File: src/rtl/uart_hex_tx.sv
// uart_hex_tx: prints a result word as uppercase hex + CR LF
// over an 8N1 UART line, one character per frame.
module uart_hex_tx #(
    parameter int CLK_FREQ     = 100000000,
    parameter int BAUD         = 115200,
    parameter int CLKS_PER_BIT = CLK_FREQ / BAUD
) (
    input  logic        clk,
    input  logic        rst,
    input  logic        start,
    input  logic [63:0] data,
    input  logic [1:0]  size_sel,
    output logic        busy,
    output logic        done,
    output logic        UART_TXD
);

    localparam int CW =
        (CLKS_PER_BIT > 1) ? $clog2(CLKS_PER_BIT) : 1;
    localparam logic [CW-1:0] BAUD_LAST =
        CW'(CLKS_PER_BIT - 1);

    typedef enum logic [2:0] {
        IDLE,
        LOAD,
        START_BIT,
        DATA_BITS,
        STOP_BIT,
        FINISH
    } state_t;

    // Which part of the line is being sent: digits, CR, LF.
    typedef enum logic [1:0] {
        TAIL_DIGITS,
        TAIL_CR,
        TAIL_LF
    } tail_t;

    state_t        state_q, state_d;
    tail_t         tail_q, tail_d;
    logic [63:0]   data_q, data_d;
    logic [3:0]    idx_q, idx_d;
    logic [CW-1:0] baud_q, baud_d;
    logic [2:0]    bit_q, bit_d;
    logic [7:0]    shreg_q, shreg_d;
    logic          txd_q, txd_d;
    logic          busy_q, busy_d;
    logic          done_q, done_d;

    logic [3:0]    nib;
    logic [7:0]    hex_chr;
    logic [7:0]    next_chr;
    logic [3:0]    first_idx;
    logic          baud_end;

    assign nib      = data_q[{idx_q, 2'b00} +: 4];
    assign baud_end = (baud_q == BAUD_LAST);

    // Nibble to uppercase ASCII hex digit.
    always_comb begin
        hex_chr = 8'h30;
        unique case (1'b1)
            (nib <  4'd10): hex_chr = 8'h30 + {4'h0, nib};
            (nib >= 4'd10): hex_chr = 8'h37 + {4'h0, nib};
        endcase
    end

    // Character selected for the next frame.
    always_comb begin
        next_chr = 8'h0A;
        unique case (tail_q)
            TAIL_DIGITS: next_chr = hex_chr;
            TAIL_CR:     next_chr = 8'h0D;
            TAIL_LF:     next_chr = 8'h0A;
            default:     next_chr = 8'h0A;
        endcase
    end

    // Index of the most significant printed nibble.
    always_comb begin
        first_idx = 4'd15;
        unique case (size_sel)
            2'd0:    first_idx = 4'd3;
            2'd1:    first_idx = 4'd7;
            default: first_idx = 4'd15;
        endcase
    end

    // Next-state and next-output logic of the frame sequencer.
    always_comb begin
        state_d = state_q;
        tail_d  = tail_q;
        data_d  = data_q;
        idx_d   = idx_q;
        baud_d  = baud_q;
        bit_d   = bit_q;
        shreg_d = shreg_q;

        unique case (state_q)
            IDLE: begin
                if (start) begin
                    data_d  = data;
                    idx_d   = first_idx;
                    tail_d  = TAIL_DIGITS;
                    state_d = LOAD;
                end
            end
            LOAD: begin
                shreg_d = next_chr;
                baud_d  = '0;
                bit_d   = '0;
                state_d = START_BIT;
            end
            START_BIT: begin
                if (baud_end) begin
                    baud_d  = '0;
                    state_d = DATA_BITS;
                end else begin
                    baud_d = baud_q + CW'(1);
                end
            end
            DATA_BITS: begin
                if (baud_end) begin
                    baud_d  = '0;
                    shreg_d = {1'b0, shreg_q[7:1]};
                    if (bit_q == 3'd7) begin
                        state_d = STOP_BIT;
                    end else begin
                        bit_d = bit_q + 3'd1;
                    end
                end else begin
                    baud_d = baud_q + CW'(1);
                end
            end
            STOP_BIT: begin
                if (baud_end) begin
                    baud_d  = '0;
                    state_d = LOAD;
                    unique case (tail_q)
                        TAIL_DIGITS: begin
                            if (idx_q == 4'd0) begin
                                tail_d = TAIL_CR;
                            end else begin
                                idx_d = idx_q - 4'd1;
                            end
                        end
                        TAIL_CR: tail_d = TAIL_LF;
                        default: state_d = FINISH;
                    endcase
                end else begin
                    baud_d = baud_q + CW'(1);
                end
            end
            FINISH: begin
                state_d = IDLE;
            end
            default: begin
                state_d = IDLE;
            end
        endcase

        txd_d = 1'b1;
        unique case (state_d)
            START_BIT: txd_d = 1'b0;
            DATA_BITS: txd_d = shreg_d[0];
            default:   txd_d = 1'b1;
        endcase

        busy_d = (state_d != IDLE) && (state_d != FINISH);
        done_d = (state_d == FINISH);
    end

    // State, datapath and registered outputs.
    always_ff @(posedge clk or posedge rst) begin
        if (rst) begin
            state_q <= IDLE;
            tail_q  <= TAIL_DIGITS;
            data_q  <= '0;
            idx_q   <= '0;
            baud_q  <= '0;
            bit_q   <= '0;
            shreg_q <= '0;
            txd_q   <= 1'b1;
            busy_q  <= 1'b0;
            done_q  <= 1'b0;
        end else begin
            state_q <= state_d;
            tail_q  <= tail_d;
            data_q  <= data_d;
            idx_q   <= idx_d;
            baud_q  <= baud_d;
            bit_q   <= bit_d;
            shreg_q <= shreg_d;
            txd_q   <= txd_d;
            busy_q  <= busy_d;
            done_q  <= done_d;
        end
    end

    assign UART_TXD = txd_q;
    assign busy     = busy_q;
    assign done     = done_q;

endmodule
File: config.mk
export PLATFORM = sky130hd
export DESIGN_NAME = uart_hex_tx
export DESIGN_NICKNAME = d
export VERILOG_FILES = /design/src/rtl/uart_hex_tx.sv
export SDC_FILE = /design/constraint.sdc
export NUM_CORES = 1
export LEC_CHECK = 0
export CORE_UTILIZATION = 35
export DETAILED_ROUTE_END_ITERATION = 6
export PLACE_DENSITY = 0.53
export SLEW_MARGIN = 20
export SYNTH_ARGS = -nofsm -noshare
export SYNTH_HDL_FRONTEND = slang
export SYNTH_SLANG_ARGS = --single-unit
File: constraint.sdc
create_clock -name clk -period 3.5 [get_ports clk]
set_clock_uncertainty 0.1 [all_clocks]
set_input_delay 0.525 -clock clk [delete_from_list [all_inputs] [get_ports clk]]
set_output_delay 0.525 -clock clk [all_outputs]
set_load 0.05 [all_outputs]
* Word level (Yosys, flattened, before mapping) *
Index checks and enable logic that the tools add are counted.

word-level totals
  register bits = 97
  output and inout bits = 3
  logic and storage cells = 83

operators by class
  add/subtract/negate cells = 5
  magnitude comparators = 2
  eq/ne operators = 20
  shift operators = 1
  mux-type cells = 28
  reductions and logical operators = 16

operator list
  kind                                                      number
  variable part select 64 x 7 -> 4 bit                      1
  case mux 8 bit (2 select lines)                           3
  2-to-1 mux 3 bit                                          8
  case mux 10 bit (2 select lines)                          1
  2-to-1 mux 4 bit                                          4
  case mux 4 bit (2 select lines)                           2
  case mux 3 bit (5 select lines)                           1
  adder 6 x 4 -> 7 bit, first input constant                2
  equality test 3 x 2 -> 1 bit, second input constant       4
  adder 10 x 1 -> 10 bit, second input constant             1
  equality test 10 bit, second input constant               1
  2-to-1 mux 10 bit                                         1
  inequality test 2 bit, second input constant              5
  AND reduction 5 bit                                       2
  equality test 3 bit, second input constant                3
  2-to-1 mux 8 bit                                          1
  case mux 2 bit (2 select lines)                           2
  2-to-1 mux 2 bit                                          3
  inequality test 3 bit, second input constant              2
  case mux 3 bit (2 select lines)                           1
  nonzero test 2 bit                                        3
  equality test 2 x 1 -> 1 bit, second input constant       2
  greater-or-equal comparator 4 bit, second input constant  1
  logical NOT 2 bit                                         2
  15 further kinds                                          16

* Depth between registers and ports, before layout *
Gate-level depths: netlist of the first run.

  depth after elaboration = 7
  mapped depth = 13

* Least setup slack after synthesis of the first run *
No wires, ideal clock.

  path kind = register -> register
  start point = register idx_q[3]
  end point = register shreg_q[2]
  arrival time = 2.553 ns
  data required time = 3.271 ns
  path slack = 0.718 ns
  cell stages (with the launch flop) = 14
  period minus slack after synthesis = 2.782 ns
  path through = dfrtp_1 buf_6 buf_2 mux2_1 nor2_1 a21oi_1 mux4_2 inv_1 ha_1 a211oi_1 a31oi_1 o21ai_1 nor4b_1 a21oi_1

on the way
  word-level cells in the longest chain between the ends = 5

ends and longest elaborated chain
  what                                          line  source
  start, declared                               42    logic [3:0] idx_q, idx_d;
  start signal, assigned                        190   idx_q <= idx_d;
  variable part select 64 x 7 -> 4 bit (*)      56    assign nib = data_q[{idx_q, 2'b00} +: 4];
  adder 6 x 4 -> 7 bit (tied with other cells)  64    (nib >= 4'd10): hex_chr = 8'h37 + {4'h0, nib};
  case mux 8 bit (2 select lines) (*)           62    unique case (1'b1)
  case mux 8 bit (2 select lines) (*)           71    unique case (tail_q)
  case mux 8 bit (2 select lines) (*)           99    unique case (state_q)
  end signal, assigned                          193   shreg_q <= shreg_d;
  end, declared                                 45    logic [7:0] shreg_q, shreg_d;

Every way passes the cells marked *; elsewhere a longest branch is shown, timed or not. The select of a mux whose other input is x is not followed.
A chain may end at the register's enable or synchronous reset.

* Final worst setup path of the first run *
Same ends and word-level chain as after synthesis.

==> results.yml, run 1 <==
timing:
  fmax_ghz: 0.332
  layout_setup_ws_ns: 0.492
  relSlewSlack_pct: 35.6
  tightest_slew_ns: 0.959
  maxSlewViolCount: 0
  setup_viol_count_final: 0
  fin_crit_ns: 3.01
  timing.hold.ws_ns: 0.375
  rsz0062_at_grt: "no"
  tns_ns: 0
  fin_crit_sh_pct: 86.0
  hold_viol: 0
synthesis:
  synth_top_family_by_area: "simple AND/OR/NAND/NOR gates"
  synth_top_cell_by_area: "dfrtp_1"
  synth-xor-area-share_pct: 0.355
  seq_area_frac_synth_pct: 48.7
  ys_ff_latch: 96
  synth.mux.area_fraction_pct: 9.78
  yosysTopAreaCellShare_pct: 48.1
  synth_edf_count: 0
  synth_compound_area_share_pct: 11.9
  synthAdderAreaFrac_pct: 1.52
  yosysUniqueCellTypes: 54
  ys_top_cells_by_area: "dfrtp_1 48%, nand2_1 16%, mux4_2 5.5%"
  ys.flop_type: "dfrtp_1"
  yosys_warnings: 0
  ys_async_sr_fraction_pct: 100
  syn-num-nets: 635
  synth_area_um2: 4940
  netlist_instances: 560
  synth-simple-area-share_pct: 23.7
  syn_avg_cell_area_um2: 8.82
cells_and_area:
  layout-drive-gt1-share_pct: 7.54
  diodes: 0
  multiInputGateArea_um2: 2340
  area_delta_synth_final_pct: 24.2
  final_util_pct: 44.4
  fin_nets: 694
  fillers: 1361
  seqCellArea_um2: 2400
critical_path:
  cp_common_cell: "a21oi_1"
  cp_num_buf_inv: 2
  crit_start: "idx_q[3]$_DFFE_PP0P_"
  cp_max_fo: 11
  crit_type: "register to register"
  cp-start-kind: "register"
  end_kind: "register"
  worst_ep_required_time_ns: 3.62
  critPathArrivalTime_ns: 3.13
  r2r-start: "idx_q[3]$_DFFE_PP0P_"
  cp_top_family: "multiplexers"
  critical-path-max-stage-delay_ns: 0.60
  cp_slowest_cell: "dfrtp_1"
  worstPathCellList: "buf_4, mux2i_1, a21oi_1, mux4_2, inv_1, ha_1, a211oi_1, a31oi_1, o21ai_1, nor4b_1, a21oi_1"
route:
  wirelength_um: 11800
  drc_errors: 0
  antenna_left: 0
  dr_total_vias: 4034
  drtPass1Iterations: 4
  viasPerCell: 5.02
  first_iter_violations: 239
  routedWlPerCell_um: 14.7
die:
  dieHeight_um: 121
  fp.dieW_um: 121
  rows: 43
  core_area_um2: 13800
  dieArea_um2: 14600
  initial_core_util_pct: 35.7
  ios: 72
power:
  totalPowerFinal_mw: 2.35
  power_density_nw_per_um2: 384
  p_leak_nw: 2.80
  peakVddDrop_v: 0.000238
clocking:
  htreeDepth: 3
  cts_setup_buffers: 0
  clock_latency_ns: 0.34
  cts_tree: "done"
  numCtsBuffers: 9
  cts.clk_slew.worst_paths_ns: 0.06
  cts_resized: 0
  cts-root-buf: "clkbuf_16"
  clockBufferDepth: 2
  cts_hold_buffers: 0
  clock_sinks: 96
global_routing:
  grt_pass1_wl_um: 20000
  track_usage_pct: 17.7
  grt_max_degree: 65
  grt.overflow.total: 0
  grt_antenna_before_repair: 0
  grt_pass1_vias: 4048
place:
  pre_cts_slack_ns: 0.468
  gp_congestion: 0.829
  dp_hpwl_um: 8500
  port_buffers: 71
min_path:
  hold_start: "data_q[59]$_DFFE_PP0P_"
  hold_class: "register to register"
run_status:
  outcome: "completed"
flow_run:
  drv_cap: 0
-- final timing paths --
path                       slack (ns)                     end  cells after the start
max in group asynchronous        2.01      UART_TXD$_DFF_PP1_                      3
min in group asynchronous        0.54  data_q[47]$_DFFE_PP0P_                      2
max                              0.49  shreg_q[2]$_DFFE_PP0P_                     11
max reg2reg                      0.49  shreg_q[2]$_DFFE_PP0P_                     11
min reg2reg                      0.38  data_q[59]$_DFFE_PP0P_                      2
min                              0.38  data_q[59]$_DFFE_PP0P_                      2
-- power breakdown --
| group | internal, mW | switching, mW |
|---|---|---|
| clock | 0.572 | 0.412 |
| combinational | 0.114 | 0.0840 |
| sequential | 1.15 | 0.0238 |
| total | 1.83 | 0.519 |
-- logic make-up after synthesis --
family                   count (synthesis)
AO/OA/AOI/OAI                           93
XOR/XNOR                                 2
adder cells (fa/ha/maj)                  6
buffers and inverters                   46
flip-flops                              96
multiplexers                            32
AND/OR/NAND/NOR                        285
-- cell usage after synthesis, types with 6 or more instances --
cell / number
nor2_1: 27
nand2_1: 217
mux2i_1: 13
nand3_1: 8
o21ai_1: 14
mux4_2: 12
o21ai_0: 17
clkbuf_1: 25
nand2b_1: 6
inv_1: 10
a21oi_1: 20
o31ai_1: 7
dfrtp_1: 95
ha_1: 6
-- state kept, by name, summed over array words and instances (netlist names) --
signal	cells
idx_q	4
bit_q	3
data_q	64
done	1
UART_TXD	1
shreg_q	7
state_q	3
baud_q	10
tail_q	2
busy	1
-- area by class of cell --
type	instances	share of cell area, %
sequential	96	39.2
multi-input combinational	418	38.2
clock inverter	4	0.877
timing repair buffer	83	13.5
inverter	11	0.693
clock buffer	11	3.96
tap	180	3.67
-- worst reg2reg max path, delay by kind of cell, from the launching register on --
kind	cells	cell delay, ns
AO/OA/AOI/OAI	5	0.53
adder cells (fa/ha/maj)	1	0.24
multiplexers	2	0.78
flip-flops	1	0.60
buffers and inverters	2	0.38
AND/OR/NAND/NOR	1	0.27
-- layer usage --
metal	share of wire (%)	up-vias	track usage, %
li1	-	2001	-
met1	47	1925	22.9
met2	47	98	29.2
met3	4.1	10	4.81
met4	1.4	0	5.09
met5	0	-	0
-- cells in the final DEF, fill, tap and decap left out, drive strengths merged, types with 6 or more instances in the layout --
cell type,count
nand2,218
dfrtp,95
clkdlybuf4s50,71
o21ai,32
nor2,27
a21oi,20
mux2i,13
mux4,12
buf,12
inv,11
clkbuf,11
nand3,8
o31ai,7
mux2,7
nand2b,6
ha,6
-- per-stage QoR --
step / std cells / instance area [um^2]
2_1_floorplan: 560 / 4940
3_3_place_gp: 788 / 5840
3_5_place_dp: 788 / 5840
4_1_cts: 803 / 6130
5_1_grt: 803 / 6130
6_report: 803 / 6130
Note: power is estimated with default switching activity, not from simulation.
==> run 2: changes to the inputs <==
--- a/config.mk
+++ b/config.mk
@@ -6,6 +6,7 @@
 export NUM_CORES = 1
 export LEC_CHECK = 0
 export CORE_UTILIZATION = 35
+export CTS_CLUSTER_DIAMETER = 120
 export DETAILED_ROUTE_END_ITERATION = 6
 export PLACE_DENSITY = 0.53
 export SLEW_MARGIN = 20
==> results of run 2 <==
Same layout as run 1: the final DEF is identical, and so are final timing and power.
